===== src/rtl/top_blink.sv =====
// Gated LED blinker: a synchronized enable input starts a blink burst on the
// registered output y, and y is forced low while the enable is low.
// Every burst begins with y ON, followed by alternating HALF_PERIOD-long levels.
module top_blink #(
    parameter int CLK_FREQ_HZ = 25000000,
    parameter int BLINK_HZ    = 1,
    parameter int HALF_PERIOD = CLK_FREQ_HZ / (2 * BLINK_HZ),
    parameter int SYNC_STAGES = 2
) (
    input  logic clk,
    input  logic rst_n,
    input  logic a,
    output logic y
);

    // A HALF_PERIOD of 1 still needs a one-bit counter, so the width never drops to 0.
    localparam int CNT_W = (HALF_PERIOD > 1) ? $clog2(HALF_PERIOD) : 1;
    localparam logic [CNT_W-1:0] CNT_MAX = CNT_W'(HALF_PERIOD - 1);

    logic [SYNC_STAGES-1:0] r_sync;
    logic                   r_a_d;
    logic [CNT_W-1:0]       r_cnt;
    logic                   r_y;

    logic w_a_s;
    logic w_rise;

    assign w_a_s  = r_sync[SYNC_STAGES-1];
    assign w_rise = w_a_s & ~r_a_d;
    assign y      = r_y;

    // Shift the asynchronous enable through the synchronizer chain.
    always_ff @(posedge clk or negedge rst_n) begin
        if (!rst_n) begin
            r_sync <= '0;
        end else begin
            r_sync <= {r_sync[SYNC_STAGES-2:0], a};
        end
    end

    // Remember the previous synchronized enable so a new burst can be detected.
    always_ff @(posedge clk or negedge rst_n) begin
        if (!rst_n) begin
            r_a_d <= 1'b0;
        end else begin
            r_a_d <= w_a_s;
        end
    end

    // Half-period counter and LED level; a fresh enable always restarts with y ON.
    always_ff @(posedge clk or negedge rst_n) begin
        if (!rst_n) begin
            r_cnt <= '0;
            r_y   <= 1'b0;
        end else if (!w_a_s) begin
            r_cnt <= '0;
            r_y   <= 1'b0;
        end else if (w_rise) begin
            r_cnt <= '0;
            r_y   <= 1'b1;
        end else if (r_cnt == CNT_MAX) begin
            r_cnt <= '0;
            r_y   <= ~r_y;
        end else begin
            r_cnt <= r_cnt + CNT_W'(1);
        end
    end

endmodule


===== config.mk =====
export PLATFORM = sky130hd
export DESIGN_NAME = top_blink
export DESIGN_NICKNAME = d
export VERILOG_FILES = /design/src/rtl/top_blink.sv
export SDC_FILE = /design/constraint.sdc
export NUM_CORES = 1
export LEC_CHECK = 0
export BUFFER_PORTS_ARGS = -buffer_cell sky130_fd_sc_hd__buf_2
export CAP_MARGIN = 20
export CELL_PAD_IN_SITES_DETAIL_PLACEMENT = 1
export CELL_PAD_IN_SITES_GLOBAL_PLACEMENT = 1
export CORE_MARGIN = 3
export CORE_UTILIZATION = 47
export CTS_CLUSTER_DIAMETER = 40
export CTS_CLUSTER_SIZE = 20
export DETAILED_ROUTE_END_ITERATION = 8
export PLACE_DENSITY = 0.81
export REMOVE_ABC_BUFFERS = 1
export SLEW_MARGIN = 20
export SYNTH_ARGS = -nofsm -noshare
export SYNTH_HDL_FRONTEND = slang
export SYNTH_SLANG_ARGS = --single-unit

===== constraint.sdc =====
create_clock -name clk -period 2.4 [get_ports clk]
set_input_delay 0.12 -clock clk [delete_from_list [all_inputs] [get_ports clk]]
set_output_delay 0.12 -clock clk [all_outputs]
set_load 0.01 [all_outputs]

[Yosys cells after proc, flatten, opt, wreduce, memory -nomap -nowiden]
Cells that the tools add are included.
Storage, ports and cells
  logic and storage cells: 16
  register bits: 28
  input port bits: 3
  output and inout port bits: 1
Operators by class
  add/sub/neg operators: 1
  multiplexer cells: 6
  equal/unequal tests: 2
  bitwise logic cells: 3
Operators with widths (number)
  $mux W24: 3
  $add A24 B1 Y24 const B: 1
  $eq A24 B24 Y1 const B: 1
  $mux W1: 3
  $ne A3 B1 Y1 const B: 1
  $not A1 Y1: 2
  $and A1 B1 Y1: 1

[Depth between registers and ports, before layout]
Gate-level depths: netlist (run 1).
  depth after elaboration: 4
  gate-level depth with buffers: 7

[Worst setup path before layout (run 1)]
No wires, ideal clock.
  path kind: flip-flop to flip-flop
  start point: register r_cnt[0]
  end point: register r_cnt[20]
  stages on the path, launching flop included: 8
  buffers on the path: 2
  period minus slack after synthesis: 1.747 ns
  arrival time: 1.617 ns
  slack: 0.653 ns
  setup time: 0.130 ns
  cell sequence: dfrtp_1 ha_1 and4_1 buf_2 nand2_1 o311ai_2 buf_4 a21oi_1
On the way
  word-level cells in the longest chain between the ends: 4
RTL lines
  start: declaration: RTL line 22  | logic [CNT_W-1:0] r_cnt;
  start signal: assignment: RTL line 65  | r_cnt <= r_cnt + CNT_W'(1);
  $add A24 B1 Y24 / $eq A24 B24 Y1 (equally long branches): RTL line 65, 61
  $mux W24 (*): RTL line 61  | end else if (r_cnt == CNT_MAX) begin
  $mux W24 (*): RTL line 58  | end else if (w_rise) begin
  $mux W24 (*): RTL line 55  | end else if (!w_a_s) begin
Every way passes the cells marked *; elsewhere a longest branch is shown, timed or not.
A chain may end at the register's enable or synchronous reset.

[Worst setup path in the final report (run 1)]
  start point: register r_cnt[5]
  end point: register r_cnt[23]
Same word-level chain as after synthesis.

==> results of run 1 <==
## sequential cells by signal, summed over array words and instances (netlist names)
signal  cells
r_sync      2
r_a_d       1
r_cnt      24
y           1
## power groups by stage
stage | sequential [mW] | combinational (mW) | clock [mW]
finish | 0.481 | 0.0270 | 0.181
global placement | 0.489 | 0.0247 | 0
CTS | 0.481 | 0.0281 | 0.196
detailed placement | 0.490 | 0.0255 | 0
global route | 0.482 | 0.0315 | 0.221
floorplan | 0.490 | 0.00847 | 0
## area by class of cell
| cell class | count | area (um^2) | share of cell area [%] |
|---|---|---|---|
| clock buffer | 3 | 22.5 | 1.60 |
| inverter | 4 | 15.0 | 1.07 |
| multi-input combinational | 94 | 588 | 41.8 |
| sequential | 28 | 701 | 49.8 |
| tap | 30 | 37.5 | 2.67 |
| timing repair buffer | 6 | 42.5 | 3.02 |
## cells by family after synthesis
group	synth area share [%]
AO/OA/AOI/OAI	11.4
AND/OR/NAND/NOR	24.4
adder cells (fa/ha/maj)	0.936
XOR/XNOR	7.21
buffers and inverters	3.56
flip-flops	52.4
## how the worst max path moves through the flow
stage / end / slack, ns / cells past startpoint / start
after floorplan: r_cnt[10]$_DFF_PN0_ / 0.26 / 5 / r_cnt[0]$_DFF_PN0_
final: r_cnt[23]$_DFF_PN0_ / 0.32 / 4 / r_cnt[5]$_DFF_PN0_
after detailed placement: r_cnt[23]$_DFF_PN0_ / 0.35 / 4 / r_cnt[5]$_DFF_PN0_
after global routing: r_cnt[23]$_DFF_PN0_ / 0.15 / 4 / r_cnt[5]$_DFF_PN0_
after CTS: r_cnt[23]$_DFF_PN0_ / 0.31 / 4 / r_cnt[5]$_DFF_PN0_
after global placement: r_cnt[23]$_DFF_PN0_ / 0.52 / 4 / r_cnt[5]$_DFF_PN0_
## cells in the mapped netlist
cell type,instances
ha_1,1
nand4_1,7
o311ai_2,1
dfrtp_1,28
inv_1,4
clkbuf_1,2
and2_1,1
a21oi_1,11
or4_1,6
and4_1,6
nand3_1,5
nor4b_1,1
nand3_2,1
nor2_1,13
xor2_1,9
or3_1,6
a31oi_1,1
o31ai_1,6
buf_4,2
nand4b_1,1
xnor2_1,2
buf_2,2
nand2_1,9
o21ai_0,6
nor4_1,1
## layer usage
layer  up-vias  track usage, %  part of all wire [%]
li1        493               -                     -
met2         6            30.3                    50
met5         -               0                     0
met3         6            2.18                   1.3
met1       499            24.1                    47
met4         0            8.74                   2.0
## per-stage QoR
step | util [%] | hold WS, ns | power [mW] | area [um^2]
after floorplan | - | -0.176 | 0.498 | 1300
after global placement | 52.7 | 0.162 | 0.514 | 1360
after detailed placement | 52.7 | 0.169 | 0.516 | 1360
after CTS | 54.3 | 0.346 | 0.706 | 1410
after global routing | 54.3 | 0.368 | 0.734 | 1410
final | 54.3 | 0.336 | 0.689 | 1410
## repair_timing
action	CTS	global route
setup buffers	0	0
hold buffers	2	0
endpoints found under the hold margin	29	0
==> key figures, run 1 <==
Logic synthesis
  • Post-synth top area share: 52.4%
  • Seq cells post-synth: 28
  • Mapped Cells: 132
  • Register area share after synthesis: 52.4%
  • Top post-synthesis cells by area: dfrtp_1, xor2_1, a21oi_1
  • Synth cell types: 25
  • Cell area after synthesis: 1340 um^2
  • Cell taking the most area after synthesis: dfrtp_1
  • Mean Syn Cell Area: 10.1 um^2
  • Ys Warns: 0

Die
  • Io pins: 4
  • Chip height: 59.3 um
  • FP Rows: 18
  • Die width: 59.3 um
  • Core ar.: 2590 um^2
  • Die area: 3520 um^2
  • Initial Util: 51.6%

Setup path
  • Crit path max-delay family: simple AND/OR/NAND/NOR gates
  • Max incr delay on CP: 0.62 ns
  • WP buf/inv: 0
  • Crit end category: register
  • CP Data Required Time: 2.65 ns
  • Critical-path top delay cell: or4_1
  • WP data arrival: 2.33 ns
  • Critical-path maximum fanout: 14
  • Crit Path Category: register to register
  • CP Launch Type: register
  • Reg2reg path depth: 4
  • Worst reg2reg setup slack: 0.32 ns
  • Reg-to-reg critical path startpoint: r_cnt[5]$_DFF_PN0_
  • CP Cell Sequence: and4_1 > nand4_1 > or4_1 > a21oi_1
  • R2r endpoint: r_cnt[23]$_DFF_PN0_

STA
  • Clock Skew: 0.00309 ns
  • Rel. slew slack: 59.5%
  • Max-slew violations: 0
  • Slew @ Worst Pin: 0.608 ns
  • FMAX: 480 MHz
  • Final hold violation count: 0
  • Setup repair after global routing missed its margin: false
  • Final period utilization: 86.8%
  • Setup violators final: 0
  • Final worst slack: 0.317 ns
  • Min Clock Period, post-route: 2.08 ns
  • Final TNS setup: 0 ns

Clock network
  • CTS Buf Count: 3
  • CTS sink cnt: 28
  • PostCTS Resize Cnt: 0
  • CTS tree: yes
  • CTS Root Cell: clkbuf_4
  • Skew-Pair Late Insertion Delay: 0.31 ns
  • Worst-path clk slew: 0.13 ns
  • H-tree depth: 1
  • Max Buffers Root-to-Sink: 2

Place
  • Routability cong.: 0.690
  • Placement Setup Slack: 0.345 ns
  • IO buf count: 3
  • HPWL after DPL: 1.97 mm
  • Placed Cells: 160

Power and ir drop
  • Comb pwr share: 3.9%
  • Sw Ratio: 21.1%
  • Worst vdd ir: 0.000324 V
  • Sw Pwr: 0.146 mW
  • Pwr per Cell Area: 490 nW/um^2
  • Pleak: 0.541 nW
  • Cell Int Power: 0.544 mW
  • Flop pwr share: 69.8%
  • Share of total power in the clock network: 26.3%

Cells and area
  • Most frequent cells in the layout: dfrtp_1, nor2_1, a21oi_1
  • Share of layout cells above drive strength 1: 6.67%
  • P&R area growth vs syn: 5.24%
  • Most common cell after layout, fill and taps aside: dfrtp_1
  • Final net count: 141
  • Diodes inserted: 0
  • Fin cells: 165
  • Fill cell count: 302

GRT
  • GRT overflow: 0
  • First-pass GRT wire length: 4.92 mm
  • Largest net degree at the start of global routing: 29
  • Vias in the first global route: 1039
  • Initial antenna violation count: 0
  • Total Routing Usage GR: 18.4%

Detailed routing
  • Iter 0 DRT Violations: 31
  • Drt total wl: 2.76 mm
  • ANT nets after route: 0
  • WL/cell: 16.7 um
  • Drt pass-1 iters: 2
  • Via density per instance: 6.08
  • DRC: 0
  • DR vias: 1004

Outcome
  • Outcome: completed

Hold path
  • Min-Delay Path Class: input port to async pin

Flow run
  • Max-cap violations: 0
Power figures use the tool's default switching activity.
==> run 2: changes to the inputs <==
--- a/config.mk
+++ b/config.mk
@@ -10,11 +10,11 @@
 export CELL_PAD_IN_SITES_DETAIL_PLACEMENT = 1
 export CELL_PAD_IN_SITES_GLOBAL_PLACEMENT = 1
 export CORE_MARGIN = 3
-export CORE_UTILIZATION = 47
+export CORE_UTILIZATION = 35
 export CTS_CLUSTER_DIAMETER = 40
 export CTS_CLUSTER_SIZE = 20
 export DETAILED_ROUTE_END_ITERATION = 8
-export PLACE_DENSITY = 0.81
+export PLACE_DENSITY = 0.65
 export REMOVE_ABC_BUFFERS = 1
 export SLEW_MARGIN = 20
 export SYNTH_ARGS = -nofsm -noshare
==> key figures, run 2 (synthesis gave the netlist of run 1 again) <==
STA
  • Final hold violation count: 0 (unchanged)
  • Slew @ Worst Pin: 0.627 ns (was 0.608 ns)
  • Fin Hold WS: 0.359 ns (was 0.336 ns)
  • FMAX: 470 MHz (was 480 MHz)
  • Min Clock Period, post-route: 2.13 ns (was 2.08 ns)
  • Setup repair after global routing missed its margin: false (unchanged)
  • Final period utilization: 88.6% (was 86.8%)
  • Setup violators final: 0 (unchanged)
  • Rel. slew slack: 58.2% (was 59.5%)
  • Final worst slack: 0.274 ns (was 0.317 ns)
  • Clock Skew: 0.00400 ns (was 0.00309 ns)
  • Max-slew violations: 0 (unchanged)
  • Final TNS setup: 0 ns (unchanged)

Hold path
  • Min-Delay Path Class: register to register (was input port to async pin)

Clock network
  • Worst-path clk slew: 0.09 ns (was 0.13 ns)
  • CTS Buf Count: 3 (unchanged)
  • Skew-Pair Late Insertion Delay: 0.27 ns (was 0.31 ns)
  • H-tree depth: 1 (unchanged)
  • CTS Root Cell: clkbuf_8 (was clkbuf_4)
  • Max Buffers Root-to-Sink: 2 (unchanged)
  • CTS sink cnt: 28 (unchanged)
  • PostCTS Resize Cnt: 0 (unchanged)
  • CTS tree: yes (unchanged)

Die
  • Core ar.: 3490 um^2 (was 2590 um^2)
  • Io pins: 4 (unchanged)
  • Die area: 4600 um^2 (was 3520 um^2)
  • Chip height: 67.8 um (was 59.3 um)
  • FP Rows: 21 (was 18)
  • Initial Util: 38.2% (was 51.6%)
  • Die width: 67.8 um (was 59.3 um)

GRT
  • Total Routing Usage GR: 14.6% (was 18.4%)
  • Initial antenna violation count: 0 (unchanged)
  • GRT overflow: 0 (unchanged)
  • First-pass GRT wire length: 5.03 mm (was 4.92 mm)
  • Vias in the first global route: 1083 (was 1039)
  • Largest net degree at the start of global routing: 29 (unchanged)

Setup path
  • Crit Path Category: register to register (unchanged)
  • CP Data Required Time: 2.60 ns (was 2.65 ns)
  • Critical-path maximum fanout: 14 (unchanged)
  • WP data arrival: 2.33 ns (about the same)
  • Crit end category: register (unchanged)
  • CP Launch Type: register (unchanged)

Detailed routing
  • DR vias: 1033 (was 1004)
  • Drt pass-1 iters: 4 (was 2)
  • WL/cell: 15.7 um (was 16.7 um)
  • Iter 0 DRT Violations: 62 (was 31)
  • Drt total wl: 2.84 mm (was 2.76 mm)
  • ANT nets after route: 0 (unchanged)
  • DRC: 0 (unchanged)
  • Via density per instance: 5.71 (was 6.08)

Power and ir drop
  • Power Total: 0.758 mW (was 0.689 mW)
  • Worst vdd ir: 0.000336 V (was 0.000324 V)
  • Pwr per Cell Area: 525 nW/um^2 (was 490 nW/um^2)
  • Pleak: 0.549 nW (was 0.541 nW)

Place
  • HPWL after DPL: 1.95 mm (was 1.97 mm)
  • Routability cong.: 0.756 (was 0.690)
  • Placement Setup Slack: 0.280 ns (was 0.345 ns)
  • IO buf count: 3 (unchanged)

Cells and area
  • P&R area growth vs syn: 8.15% (was 5.24%)
  • Most frequent cells in the layout: dfrtp_1, nor2_1, a21oi_1 (unchanged)
  • Biggest registers after layout: r_cnt (24), r_sync (2) (unchanged)
  • Diodes inserted: 0 (unchanged)
  • Max reg flops: 24 (unchanged)
  • Largest reg by FF count: r_cnt (unchanged)
  • Most common cell after layout, fill and taps aside: dfrtp_1 (unchanged)
  • Share of layout cells above drive strength 1: 6.67% (unchanged)
  • Final net count: 141 (unchanged)
  • Final core occ: 41.4% (was 54.3%)

Outcome
  • Outcome: completed (unchanged)

Flow run
  • Max-cap violations: 0 (unchanged)
-- run 2: changes by cell type in the layout (fill, tap and decap cells not counted) --
| cell | change |
|---|---|
| clkbuf_8 | +3 |
| clkbuf_4 | -3 |
-- run 2: stage by stage --
| step | area [um^2] | cells |
|---|---|---|
| global route | 1450 | 181 |
| global placement | 1380 | 176 |
| detailed placement | 1380 | 176 |
| floorplan | 1300 | 126 |
| finish | 1450 | 181 |
| CTS | 1450 | 181 |
-- run 2: final cells by class --
cell class	count	area, um^2
inverters	4	15.0
fillers	408	2050
flip-flops and latches	28	701
multi-input cells	94	588
well taps	46	57.6
repair buffers	6	42.5
clock buffers	3	41.3
-- run 2: path summary, 6_finish.rpt --
check | startpoint | to | slack (ns) | cells after the start
min in group asynchronous | rst_n | r_cnt[21]$_DFF_PN0_ | 0.40 | 2
min | r_sync[0]$_DFF_PN0_ | r_sync[1]$_DFF_PN0_ | 0.36 | 0
max | r_cnt[5]$_DFF_PN0_ | r_cnt[23]$_DFF_PN0_ | 0.27 | 4
min reg2reg | r_sync[0]$_DFF_PN0_ | r_sync[1]$_DFF_PN0_ | 0.36 | 0
max in group asynchronous | rst_n | r_cnt[6]$_DFF_PN0_ | 1.60 | 2
max reg2reg | r_cnt[5]$_DFF_PN0_ | r_cnt[23]$_DFF_PN0_ | 0.27 | 4
-- run 2: critical path: stages, from the launching register on --
cell and delay (ns):
dfrtp_1 0.46, and4_1 0.36, nand4_1 0.47, or4_1 0.63
a21oi_1 0.14
-- run 2: what timing repair did --
action / CTS / global route
hold endpoints to repair: 29 / 0
hold buffers: 2 / 0
buffers inserted: 0 / 0
-- run 2: report_power, final --
group          internal (mW)  total (mW)  switching, mW
Clock                  0.113       0.251          0.138
Combinational        0.00806      0.0272         0.0191
Sequential             0.477       0.481        0.00408
Total                  0.597       0.758          0.161
-- run 2: metal layers --
metal	global-route usage (%)	routed length, um	up-vias
met5	0	0	-
met4	3.72	17	0
met3	4.49	111	2
met2	24.7	1430	17
met1	18.1	1270	524
li1	-	-	490
==> run 3: changes to the inputs <==
==> constraint.sdc (replaced) <==
create_clock -name clk -period 2.4 [get_ports clk]
set_input_delay 0.24 -clock clk [delete_from_list [all_inputs] [get_ports clk]]
set_output_delay 0.24 -clock clk [all_outputs]
set_load 0.01 [all_outputs]
==> key figures, run 3 (synthesis gave the netlist of run 1 again) <==
STA
  • Setup violators final: 0 (unchanged)
  • Rel. slew slack: 58.3% (was 58.2%)
  • Min Clock Period, post-route: 2.10 ns (was 2.13 ns)
  • Final hold violation count: 0 (unchanged)
  • Max-slew violations: 0 (unchanged)
  • FMAX: 477 MHz (was 470 MHz)
  • Clock Skew: 0.00239 ns (was 0.00400 ns)
  • Final period utilization: 87.4% (was 88.6%)
  • Slew @ Worst Pin: 0.626 ns (was 0.627 ns)
  • Setup repair after global routing missed its margin: false (unchanged)
  • Final TNS setup: 0 ns (unchanged)

Place
  • Routability cong.: 0.756 (unchanged)
  • HPWL after DPL: 1.95 mm (unchanged)
  • IO buf count: 3 (unchanged)

Power and ir drop
  • Pleak: 0.545 nW (was 0.549 nW)
  • Flop pwr share: 63.6% (was 63.4%)
  • Power Total: 0.756 mW (was 0.758 mW)
  • Comb pwr share: 3.4% (was 3.6%)
  • Share of total power in the clock network: 33.0% (about the same)
  • Pwr per Cell Area: 527 nW/um^2 (was 525 nW/um^2)
  • Sw Ratio: 21.1% (was 21.2%)
  • Cell Int Power: 0.596 mW (was 0.597 mW)
  • Sw Pwr: 0.160 mW (was 0.161 mW)
  • Worst vdd ir: 0.000337 V (was 0.000336 V)

Die
  • FP Rows: 21 (unchanged)
  • Io pins: 4 (unchanged)
  • Core ar.: 3490 um^2 (unchanged)
  • Chip height: 67.8 um (unchanged)
  • Die area: 4600 um^2 (unchanged)
  • Initial Util: 38.2% (unchanged)
  • Die width: 67.8 um (unchanged)

Setup path
  • Critical-path maximum fanout: 14 (unchanged)
  • CP Launch Type: register (unchanged)
  • WP data arrival: 2.30 ns (was 2.33 ns)
  • Crit end category: register (unchanged)
  • CP Data Required Time: 2.60 ns (about the same)
  • Reg2reg path depth: 4 (unchanged)
  • Crit Path Category: register to register (unchanged)

GRT
  • GR peak layer: met2 (unchanged)
  • Largest net degree at the start of global routing: 29 (unchanged)
  • First-pass GRT wire length: 5.02 mm (was 5.03 mm)
  • Total Routing Usage GR: 14.6% (about the same)
  • Met3 usage: 4.49% (unchanged)
  • Vias in the first global route: 1080 (was 1083)
  • Global-route met1 utilization: 18.0% (was 18.1%)
  • GRT overflow: 0 (unchanged)
  • Initial antenna violation count: 0 (unchanged)
  • Met2 GRT Util: 24.7% (unchanged)

Cells and area
  • Most frequent cells in the layout: dfrtp_1, nor2_1, a21oi_1 (unchanged)
  • Share of layout cells above drive strength 1: 6.72% (was 6.67%)
  • Biggest registers after layout: r_cnt (24), r_sync (2) (unchanged)
  • P&R area growth vs syn: 7.40% (was 8.15%)
  • Diodes inserted: 0 (unchanged)
  • Max reg flops: 24 (unchanged)
  • Final net count: 140 (was 141)
  • Largest reg by FF count: r_cnt (unchanged)
  • Most common cell after layout, fill and taps aside: dfrtp_1 (unchanged)

Hold path
  • WHS Path Cells: 1 (was 0)
  • Min-Delay Path Class: input port to register (was register to register)

Clock network
  • Skew-Pair Late Insertion Delay: 0.27 ns (about the same)
  • CTS tree: yes (unchanged)
  • CTS Root Cell: clkbuf_8 (unchanged)
  • Worst-path clk slew: 0.09 ns (about the same)
  • Max Buffers Root-to-Sink: 2 (unchanged)
  • PostCTS Resize Cnt: 0 (unchanged)
  • CTS sink cnt: 28 (unchanged)
  • H-tree depth: 1 (unchanged)
  • CTS Buf Count: 3 (unchanged)

Detailed routing
  • Drt pass-1 iters: 2 (was 4)
  • Via density per instance: 5.65 (was 5.71)
  • ANT nets after route: 0 (unchanged)
  • WL/cell: 15.6 um (was 15.7 um)
  • DR vias: 1017 (was 1033)
  • DRC: 0 (unchanged)
  • Iter 0 DRT Violations: 61 (was 62)
  • Drt total wl: 2.81 mm (was 2.84 mm)

Flow run
  • Max-cap violations: 0 (unchanged)

Outcome
  • Outcome: completed (unchanged)
==> run 3: path summary, 6_finish.rpt <==
| check | start | end | slack [ns] |
|---|---|---|---|
| worst max-delay path | r_cnt[5]$_DFF_PN0_ | r_cnt[23]$_DFF_PN0_ | 0.30 |
| worst min-delay path | a | r_sync[0]$_DFF_PN0_ | 0.07 |
| worst max register to register | r_cnt[5]$_DFF_PN0_ | r_cnt[23]$_DFF_PN0_ | 0.30 |
| worst min register to register | r_sync[0]$_DFF_PN0_ | r_sync[1]$_DFF_PN0_ | 0.36 |
| max in group asynchronous | rst_n | r_cnt[4]$_DFF_PN0_ | 1.48 |
| min in group asynchronous | rst_n | r_cnt[21]$_DFF_PN0_ | 0.52 |
==> run 3: worst max-delay path, stage by stage, from the launching register on <==
cell and delay [ns]:
dfrtp_1 0.46, and4_1 0.35, nand4_1 0.46, or4_1 0.62
a21oi_1 0.14
==> run 3: layer usage <==
metal  routed length [um]  vias to the layer above  part of all wire [%]
li1                     -                      491                     -
met1                 1290                      517                    46
met2                 1440                        7                    51
met3                   69                        2                   2.5
met4                   17                        0                  0.60
met5                    0                        -                     0
==> run 3: final cells by class <==
class | instances | area (um^2)
Tap cell | 46 | 57.6
Fill cell | 408 | 2060
Clock buffer | 3 | 41.3
Inverter | 4 | 15.0
Multi-Input combinational cell | 94 | 588
Timing Repair Buffer | 5 | 32.5
Sequential cell | 28 | 701
==> run 3: stage by stage <==
step | hold WS (ns) | util, % | instances | area, um^2 | setup WS, ns
after floorplan | -0.0556 | - | 126 | 1300 | 0.264
after global placement | 0.295 | 39.6 | 176 | 1380 | 0.430
after detailed placement | 0.296 | 39.6 | 176 | 1380 | 0.280
after CTS | 0.0597 | 41.1 | 180 | 1440 | 0.241
after global routing | 0.0613 | 41.1 | 180 | 1440 | 0.0716
final | 0.0695 | 41.1 | 180 | 1440 | 0.302
==> run 3: power groups by stage <==
stage               combinational (mW)  clock (mW)  sequential, mW
floorplan                      0.00847           0           0.490
global placement                0.0258           0           0.489
detailed placement              0.0261           0           0.490
CTS                             0.0274       0.265           0.481
global route                    0.0297       0.279           0.482
finish                          0.0258       0.249           0.481
==> run 3: timing repair <==
action                    4_1_cts  5_1_grt
hold endpoints to repair       28        0
hold buffers                    1        0
buffers inserted                0        0
